File: src/rtl/uart_rx_param_pkg.sv
// Shared types and defaults for the parametrised UART receiver.
// Optional parity support is enabled with the UART_RX_PARITY_EN macro.
package uart_pkg;

    typedef enum logic [2:0] {
        IDLE,
        START,
        DATA,
        PARITY,
        STOP,
        BREAK
    } rx_state_e;

    localparam int DEF_DATA_BITS  = 8;
    localparam int DEF_OVERSAMPLE = 16;
    localparam int DEF_STOP_BITS  = 1;

    // Counter width able to hold 0..n-1, never narrower than one bit.
    function automatic int cnt_w(input int n);
        return (n < 2) ? 1 : $clog2(n);
    endfunction

    localparam int DEF_TICK_W = cnt_w(DEF_OVERSAMPLE);
    localparam int DEF_BIT_W  = cnt_w(DEF_DATA_BITS + 1);

endpackage

File: src/rtl/uart_rx_param_if.sv
// Serial-in / word-out bundle of the UART receiver.
// The receiver drives the word side through the master modport.
interface uart_rx_param_if
    import uart_pkg::*;
#(
    parameter int DATA_BITS = DEF_DATA_BITS
) ();

    logic                 rx;
    logic                 s_tick;
    logic [DATA_BITS-1:0] d_out;
    logic                 rx_valid;
    logic                 frame_err;
    logic                 parity_err;
    logic                 busy;

    modport master (
        input  rx,
        input  s_tick,
        output d_out,
        output rx_valid,
        output frame_err,
        output parity_err,
        output busy
    );

    modport slave (
        output rx,
        output s_tick,
        input  d_out,
        input  rx_valid,
        input  frame_err,
        input  parity_err,
        input  busy
    );

endinterface

File: src/rtl/uart_rx_param_sync.sv
// Two-flop synchroniser for the asynchronous serial line.
// Both flops reset to the idle (high) line level.
module uart_rx_sync (
    input  logic clk,
    input  logic reset,
    input  logic rx_i,
    output logic rx_s_o
);

    logic s1_q;
    logic s2_q;

    // Resample rx twice before any decision is taken on it.
    always_ff @(posedge clk) begin
        if (!reset) begin
            s1_q <= 1'b1;
            s2_q <= 1'b1;
        end else begin
            s1_q <= rx_i;
            s2_q <= s1_q;
        end
    end

    assign rx_s_o = s2_q;

endmodule

File: src/rtl/uart_rx_param.sv
// Parametrised UART receiver with mid-bit sampling and break handling.
// Define UART_RX_PARITY_EN to add a checked parity bit after the data.
module uart_rx_param
    import uart_pkg::*;
#(
    parameter int DATA_BITS  = DEF_DATA_BITS,
    parameter int OVERSAMPLE = DEF_OVERSAMPLE,
    parameter int STOP_BITS  = DEF_STOP_BITS,
    parameter int PARITY_ODD = 0
) (
    input logic             clk,
    input logic             reset,
    uart_rx_param_if.master bus
);

    localparam int TW = cnt_w(OVERSAMPLE);
    localparam int BW = cnt_w(DATA_BITS + 1);
    localparam logic [TW-1:0] T_HALF  = TW'(OVERSAMPLE / 2 - 1);
    localparam logic [TW-1:0] T_LAST  = TW'(OVERSAMPLE - 1);
    localparam logic [BW-1:0] B_DLAST = BW'(DATA_BITS - 1);
    localparam logic [BW-1:0] B_SLAST = BW'(STOP_BITS - 1);

    logic rx_s;

    rx_state_e            state_q, state_d;
    logic [TW-1:0]        tick_q, tick_d;
    logic [BW-1:0]        bit_q, bit_d;
    logic [DATA_BITS-1:0] shreg_q, shreg_d;
    logic [DATA_BITS-1:0] dout_q, dout_d;
    logic                 fe_q, fe_d;
    logic                 pe_q, pe_d;
    logic                 valid_q, valid_d;
    logic                 ferr_q, ferr_d;
    logic                 perr_q, perr_d;

    uart_rx_sync u_sync (
        .clk    (clk),
        .reset  (reset),
        .rx_i   (bus.rx),
        .rx_s_o (rx_s)
    );

`ifndef UART_RX_PARITY_EN
    // Parity sense only matters when the parity bit is present.
    logic unused_par;
    assign unused_par = PARITY_ODD[0];
`endif

    // State and datapath registers; reset aborts any frame in flight.
    always_ff @(posedge clk) begin
        if (!reset) begin
            state_q <= IDLE;
            tick_q  <= '0;
            bit_q   <= '0;
            shreg_q <= '0;
            dout_q  <= '0;
            fe_q    <= 1'b0;
            pe_q    <= 1'b0;
            valid_q <= 1'b0;
            ferr_q  <= 1'b0;
            perr_q  <= 1'b0;
        end else begin
            state_q <= state_d;
            tick_q  <= tick_d;
            bit_q   <= bit_d;
            shreg_q <= shreg_d;
            dout_q  <= dout_d;
            fe_q    <= fe_d;
            pe_q    <= pe_d;
            valid_q <= valid_d;
            ferr_q  <= ferr_d;
            perr_q  <= perr_d;
        end
    end

    // Frame sequencing; counters only move on oversampling ticks.
    always_comb begin
        state_d = state_q;
        tick_d  = tick_q;
        bit_d   = bit_q;
        shreg_d = shreg_q;
        dout_d  = dout_q;
        fe_d    = fe_q;
        pe_d    = pe_q;
        valid_d = 1'b0;
        ferr_d  = ferr_q;
        perr_d  = perr_q;
        unique case (state_q)
            IDLE: begin
                if (!rx_s) begin
                    state_d = START;
                    tick_d  = '0;
                end
            end
            START: begin
                if (bus.s_tick) begin
                    if (tick_q == T_HALF) begin
                        if (rx_s) begin
                            state_d = IDLE;
                        end else begin
                            state_d = DATA;
                            tick_d  = '0;
                            bit_d   = '0;
                            fe_d    = 1'b0;
                            pe_d    = 1'b0;
                        end
                    end else begin
                        tick_d = tick_q + 1'b1;
                    end
                end
            end
            DATA: begin
                if (bus.s_tick) begin
                    if (tick_q == T_LAST) begin
                        tick_d  = '0;
                        shreg_d = {rx_s, shreg_q[DATA_BITS-1:1]};
                        if (bit_q == B_DLAST) begin
                            bit_d = '0;
`ifdef UART_RX_PARITY_EN
                            state_d = PARITY;
`else
                            state_d = STOP;
`endif
                        end else begin
                            bit_d = bit_q + 1'b1;
                        end
                    end else begin
                        tick_d = tick_q + 1'b1;
                    end
                end
            end
`ifdef UART_RX_PARITY_EN
            PARITY: begin
                if (bus.s_tick) begin
                    if (tick_q == T_LAST) begin
                        tick_d  = '0;
                        pe_d    = ((^shreg_q) ^ rx_s) != PARITY_ODD[0];
                        state_d = STOP;
                    end else begin
                        tick_d = tick_q + 1'b1;
                    end
                end
            end
`endif
            STOP: begin
                if (bus.s_tick) begin
                    if (tick_q == T_LAST) begin
                        tick_d = '0;
                        fe_d   = fe_q | ~rx_s;
                        if (bit_q == B_SLAST) begin
                            bit_d   = '0;
                            valid_d = 1'b1;
                            dout_d  = shreg_q;
                            ferr_d  = fe_q | ~rx_s;
                            perr_d  = pe_q;
                            state_d = rx_s ? IDLE : BREAK;
                        end else begin
                            bit_d = bit_q + 1'b1;
                        end
                    end else begin
                        tick_d = tick_q + 1'b1;
                    end
                end
            end
            BREAK: begin
                if (rx_s) begin
                    state_d = IDLE;
                end
            end
            default: begin
                state_d = IDLE;
            end
        endcase
    end

    assign bus.d_out      = dout_q;
    assign bus.rx_valid   = valid_q;
    assign bus.frame_err  = ferr_q;
    assign bus.parity_err = perr_q;
    assign bus.busy       = (state_q != IDLE);

endmodule

File: src/flat_wrapper.sv
// flat-port wrapper written by rule: the top's interface ports become plain ports
module uart_rx_param_flat import uart_pkg::*;
#(
    parameter int DATA_BITS  = DEF_DATA_BITS,
    parameter int OVERSAMPLE = DEF_OVERSAMPLE,
    parameter int STOP_BITS  = DEF_STOP_BITS,
    parameter int PARITY_ODD = 0
)
  (clk, reset, bus_rx, bus_s_tick, bus_d_out, bus_rx_valid, bus_frame_err, bus_parity_err, bus_busy);
  uart_rx_param_if #(.DATA_BITS(DATA_BITS)) bus_i ();
  input logic clk;
  input logic reset;
  input wire logic [$bits(bus_i.rx)-1:0] bus_rx;
  input wire logic [$bits(bus_i.s_tick)-1:0] bus_s_tick;
  output wire logic [$bits(bus_i.d_out)-1:0] bus_d_out;
  output wire logic [$bits(bus_i.rx_valid)-1:0] bus_rx_valid;
  output wire logic [$bits(bus_i.frame_err)-1:0] bus_frame_err;
  output wire logic [$bits(bus_i.parity_err)-1:0] bus_parity_err;
  output wire logic [$bits(bus_i.busy)-1:0] bus_busy;
  assign bus_i.rx = bus_rx;
  assign bus_i.s_tick = bus_s_tick;
  assign bus_d_out = bus_i.d_out;
  assign bus_rx_valid = bus_i.rx_valid;
  assign bus_frame_err = bus_i.frame_err;
  assign bus_parity_err = bus_i.parity_err;
  assign bus_busy = bus_i.busy;
  uart_rx_param #(.DATA_BITS(DATA_BITS), .OVERSAMPLE(OVERSAMPLE), .STOP_BITS(STOP_BITS), .PARITY_ODD(PARITY_ODD)) u_core (.clk(clk), .reset(reset), .bus(bus_i));
endmodule
File: config.mk
export PLATFORM = sky130hd
export DESIGN_NAME = uart_rx_param_flat
export DESIGN_NICKNAME = d
export VERILOG_FILES = /design/src/rtl/uart_rx_param_pkg.sv /design/src/rtl/uart_rx_param_if.sv /design/src/rtl/uart_rx_param_sync.sv /design/src/rtl/uart_rx_param.sv /design/src/flat_wrapper.sv
export SDC_FILE = /design/constraint.sdc
export NUM_CORES = 1
export LEC_CHECK = 0
export CELL_PAD_IN_SITES_DETAIL_PLACEMENT = 0
export CELL_PAD_IN_SITES_GLOBAL_PLACEMENT = 1
export CORE_MARGIN = 4
export CORE_UTILIZATION = 42
export CTS_CLUSTER_SIZE = 28
export DETAILED_ROUTE_END_ITERATION = 8
export GPL_ROUTABILITY_DRIVEN = 0
export PLACE_DENSITY_LB_ADDON = 0.1
export SLEW_MARGIN = 40
export SYNTH_ARGS = -nofsm -noshare
export SYNTH_HDL_FRONTEND = slang
export SYNTH_SLANG_ARGS = --single-unit
File: constraint.sdc
create_clock -name clk -period 2.25 [get_ports clk]
set_clock_uncertainty 0.1 [all_clocks]
set_input_delay 0.3375 -clock clk [delete_from_list [all_inputs] [get_ports clk]]
set_output_delay 0.3375 -clock clk [all_outputs]
set_load 0.01 [all_outputs]
==> reports/qor.txt, run 1 <==
status - finished, final reports clean
post-DP HPWL - 2470 µm
Clock transition at path regs - 0.06 ns
endpoint class of the critical path - output port
Routed WL - 3440 µm
row count - 22
synthesis-stage register bit count - 32
Sw Pwr - 243 µW
Power Dens Cells - 633 mW/mm²
initial antenna violation count - 0
die width - 70.2 µm
DR pass1 iterations - 4
Post-Layout Cell Count - 253
WS Path Type - reg2out
Switching Share - 19.9%
CTS resizes - 0
Final #Nets - 211
CTS max path bufs - 2
Chip Height - 70.2 µm
H-Tree Level Count - 2
fin. max-slew vios - 0
Die ar. - 0.00492 mm²
Tot GR Track Use - 15.0%
Tmin final - 2.02 ns
layout cells sized above 1 - 9.27%
hold buffer count at CTS - 0
wire per inst - 13.6 µm
global route overflow - 0
clk root buf - clkbuf_8
VDD IR max - 466 µV
Syn Nets - 196
DP Cell Count - 245
Avg Synthesized Cell Area - 8.59 µm²
clock sink count - 32
Fin Setup TNS - 0 ns
DR iter-0 viols - 46
first-pass GRT wire length - 5960 µm
Async SR Flop Fraction - 0%
Synth Instances - 189
most common cell in the netlist - dfxtp_1
starting density of the core - 44.0%
mux cell area share after synthesis - 11.1%
register area share after synthesis - 39.5%
post-route ant nets - 0
Seq pwr share - 46.9%
simple-gate area share of the yosys netlist - 21.7%
top-area cell type share of the netlist area - 39.5%
Req. time, crit path - 1.81 ns
via count - 1354
Hold Path Depth - 1
Post-synth top cells - 32 x dfxtp_1, 22 x nor2_1, 18 x mux2i_1, 17 x nand2_1, 10 x a21oi_1
final period utilization - 89.9%
P&R area growth vs syn - 19.3%
Port Buf Inserts - 14
Clk Latency, worst-skew pair - 0.28 ns
Internal Power - 982 µW
RSZ-0062 raised after global routing - false
CTS tree - built
CP arrival - 1.59 ns
Gate power share - 4.5%
XOR/XNOR share of the synthesized area - 0.540%
Reg2Reg Depth - 5
# DRC - 0
complex-gate fraction of the synthesized area - 17.7%
vias in the first global route - 1254
placed cell areas - 0.00181 mm²
Startpoint Class - register
post-route cell area - 0.00194 mm²
Min-Delay Path Class - reg2reg
# Post-CTS Setup Buffers - 0
mapped cell area - 0.00162 mm²
Via density - 5.35
Lkg Pwr - 0.000739 µW
CP Max Fanout - 14
Netlist cell types - 44
maxcap violations - 0
Post-Synth Adder-Cell Area - 2.93%
Synth area leaders - dfxtp_1 39%, mux2i_1 11%, nor2_1 5.1%
Post-synth EDFFs - 0
# setup viols final - 0
n_diodes - 0
# IOs - 16
highest clock rate - 0.494 GHz
Syn. warnings - 0
Core Region - 0.00369 mm²
largest area contributor in the netlist - dfxtp_1
clock network fraction of total power - 48.6%
largest family of logic cells by synthesized area - simple AND/OR/NAND/NOR gates
Top FF cell, synth - dfxtp_1
Worst R2R Setup Slack - 0.31 ns
CTS Buf Count - 5
largest net degree at the start of global routing - 26
hold violation count in the final report - 0
-- flip-flops by register name, indices dropped and copies added (netlist names) --
name                  flops
u_core.tick_q             4
u_core.u_sync.s1_q        1
u_core.bus.frame_err      1
u_core.u_sync.rx_s_o      1
u_core.bus.d_out          8
u_core.fe_q               1
u_core.state_q            3
u_core.shreg_q            8
u_core.bit_q              4
u_core.bus.rx_valid       1
-- critical path: stages, from the launching register on --
cell             delay, ns
dfxtp_1               0.44
or3_1                 0.39
clkdlybuf4s50_1       0.48
-- final timing paths --
check | endpoint | start
min | u_core.u_sync.rx_s_o | u_core.u_sync.s1_q
max | bus_busy | u_core.state_q[2]
max reg2reg | u_core.state_q[2] | u_core.state_q[2]
min reg2reg | u_core.u_sync.rx_s_o | u_core.u_sync.s1_q
-- routing by layer --
layer / global-route usage (%) / routed length, µm / vias to the layer above
met3: 3.88 / 100 / 3
met5: 0 / 0 / -
met4: 4.47 / 21 / 0
li1: - / - / 694
met2: 23.6 / 1620 / 19
met1: 20.1 / 1690 / 638
-- cell type report --
class / instances / area [µm²]
well taps: 48 / 60.1
fillers: 367 / 1750
flip-flops and latches: 32 / 641
repair buffers: 21 / 193
clock buffers: 7 / 96.3
multi-input cells: 134 / 878
inverters: 10 / 37.5
clock inverters: 1 / 30.0
-- power groups by stage --
stage               logic [µW]  registers (µW)  clock network [µW]
floorplan                 39.1             584                   0
global placement          54.3             588                   0
detailed placement        54.7             588                   0
CTS                       54.9             575                 612
global route              60.5             576                 648
finish                    55.1             575                 595
-- kinds of logic after synthesis --
kind of cell	after synthesis
mux	18
flops	32
fa+ha+maj	4
compound gates	42
xor+xnor	1
buf+inv	23
other cells	1
simple gates	68
-- cells in the final DEF, fill, tap and decap left out, types with 4 or more instances in the layout --
cell type / count
dfxtp_1: 32
nor2_1: 22
mux2i_1: 18
nand2_1: 17
clkdlybuf4s50_1: 14
a21oi_1: 10
inv_1: 9
nand2b_1: 8
clkbuf_8: 7
buf_4: 7
o22ai_1: 6
nand3_1: 6
o21ai_0: 4
-- stage by stage --
| stage | hold slack [ns] | total power, µW | worst slack (ns) | util (%) |
|---|---|---|---|---|
| floorplan | 0.286 | 623 | 0.539 | - |
| global placement | 0.290 | 642 | 0.215 | 49.1 |
| detailed placement | 0.294 | 643 | 0.177 | 49.1 |
| CTS | 0.321 | 1240 | 0.217 | 52.5 |
| global route | 0.344 | 1280 | 0.0944 | 52.5 |
| finish | 0.321 | 1230 | 0.227 | 52.5 |
Power figures use the tool's default switching activity.
==> inputs of run 2 (changes only) <==
Settings changed: PLACE_DENSITY from default to 0.79, PLACE_DENSITY_LB_ADDON 0.1 to default.
==> run 2 against run 1 <==
Compared with the run above:
- routed wire length is 0.93% higher
- register-to-register slack improved by 0.07 ns
- first-iteration DRC count fell by 26%
==> reports/qor.txt, run 2 (synthesized netlist as in run 1, its figures left out) <==
status - finished, final reports clean
most common cell after layout, fill and taps aside - dfxtp_1
Req. time, crit path - 1.81 ns (about the same)
footprint of the multi-input gates - 878 µm² (unchanged)
largest net degree at the start of global routing - 26 (unchanged)
first-pass GRT wire length - 6050 µm (+1.5%)
Slew HR - 67.0%
endpoint class of the critical path - output port
# DRC - 0 (unchanged)
Worst Hold Launch - u_core.u_sync.s1_q
vias in the first global route - 1331 (+6.1%)
Port Buf Inserts - 14 (unchanged)
n_diodes - 0 (unchanged)
CTS tree - built
Lkg Pwr - 0.000720 µW (-2.7%)
worst hold slack - 0.309 ns (-0.0117 ns)
RSZ-0062 raised after global routing - false
clk root buf - clkbuf_8
P&R area growth vs syn - 17.3%
Final #Nets - 211 (unchanged)
Post-Layout Cell Count - 253 (unchanged)
fin worst setup slack - 0.214 ns (-0.0127 ns)
Die ar. - 0.00492 mm² (unchanged)
starting density of the core - 44.0% (unchanged)
DR iter-0 viols - 34 (-26%)
Min-Delay Path Class - reg2reg
initial antenna violation count - 0 (unchanged)
Setup WS pre-CTS - 0.129 ns (-0.0483 ns)
maxcap violations - 0 (unchanged)
Worst Setup SP - u_core.state_q[0]
WS Path Type - reg2out
post-route ant nets - 0 (unchanged)
# setup viols final - 0 (unchanged)
Tot GR Track Use - 15.1% (+0.12 points)
Via density - 5.48 (+2.4%)
CP arrival - 1.60 ns (about the same)
via count - 1386 (+2.4%)
hold buffer count at CTS - 0 (unchanged)
final period utilization - 90.5% (+0.56 points)
Clk Latency, worst-skew pair - 0.27 ns (about the same)
hold violation count in the final report - 0 (unchanged)
Startpoint Class - register
Core Region - 0.00369 mm² (unchanged)
global route overflow - 0 (unchanged)
Tmin final - 2.04 ns (+0.0127 ns)
Worst Max-Slew Pin Slew - 0.491 ns
CTS resizes - 0 (unchanged)
H-Tree Level Count - 2 (unchanged)
Register Area - 641 µm² (unchanged)
post-DP HPWL - 2500 µm (+1.0%)
layout cells sized above 1 - 8.78% (-0.49 points)
Chip Height - 70.2 µm (unchanged)
clock sink count - 32 (unchanged)
Clock transition at path regs - 0.06 ns (about the same)
worst r2r src - u_core.tick_q[3]
# IOs - 16 (unchanged)
Power Dens Cells - 566 mW/mm² (-11%)
wire per inst - 13.7 µm (+0.93%)
Routed WL - 3470 µm (+0.93%)
fin. max-slew vios - 0 (unchanged)
DP Cell Count - 245 (unchanged)
CTS Buf Count - 5 (unchanged)
# Post-CTS Setup Buffers - 0 (unchanged)
highest clock rate - 0.491 GHz (-0.62%)
VDD IR max - 385 µV (-17%)
CTS max path bufs - 2 (unchanged)
Fillers - 356 (-3.0%)
CP Max Fanout - 13 (-1)
Fin Setup TNS - 0 ns (unchanged)
die width - 70.2 µm (unchanged)
commonest non-fill, non-tap cells in the layout - 32 x dfxtp_1, 22 x nor2_1, 18 x mux2i_1
row count - 22 (unchanged)
DR pass1 iterations - 4 (unchanged)
run 2: changes by cell type in the layout (fill, tap and decap cells not counted):
| cell | change |
|---|---|
| bufinv_16 | -1 |
| clkbuf_8 | -1 |
| clkbuf_1 | +1 |
| clkinvlp_4 | +1 |
run 2: per-stage QoR:
step,area [µm²],util (%),total power [µW]
after floorplan,1620,-,623
after global routing,1900,51.6,1130
final,1900,51.6,1080
after global placement,1810,49.1,643
after CTS,1900,51.6,1090
after detailed placement,1810,49.1,644
run 2: final cells by class:
class	count	share of cell area (%)
clock buffers	7	4.54
clock inverters	1	0.394
inverters	10	1.97
multi-input cells	134	46.2
flip-flops and latches	32	33.7
well taps	48	3.16
repair buffers	21	10.1
run 2: layer usage:
| layer | GRT usage [%] | routed length (µm) |
|---|---|---|
| met5 | 0 | 0 |
| met4 | 3.62 | 17 |
| met3 | 4.89 | 172 |
| met2 | 24.7 | 1690 |
| met1 | 19.3 | 1590 |
run 2: critical path, stage by stage (launching register included):
cell and delay (ns):
dfxtp_1 0.43, or3_1 0.41, clkdlybuf4s50_1 0.48
run 2: final timing paths:
check | slack (ns) | depth (start not counted) | end
max | 0.21 | 2 | bus_busy
max reg2reg | 0.38 | 5 | u_core.bit_q[3]
min reg2reg | 0.31 | 1 | u_core.u_sync.rx_s_o
min | 0.31 | 1 | u_core.u_sync.rx_s_o
run 2: power breakdown:
group	internal (µW)	switching, µW	total, µW
Sequential	570	6.57	577
Clock	248	198	446
Combinational	23.0	32.5	55.5
Total	841	237	1080
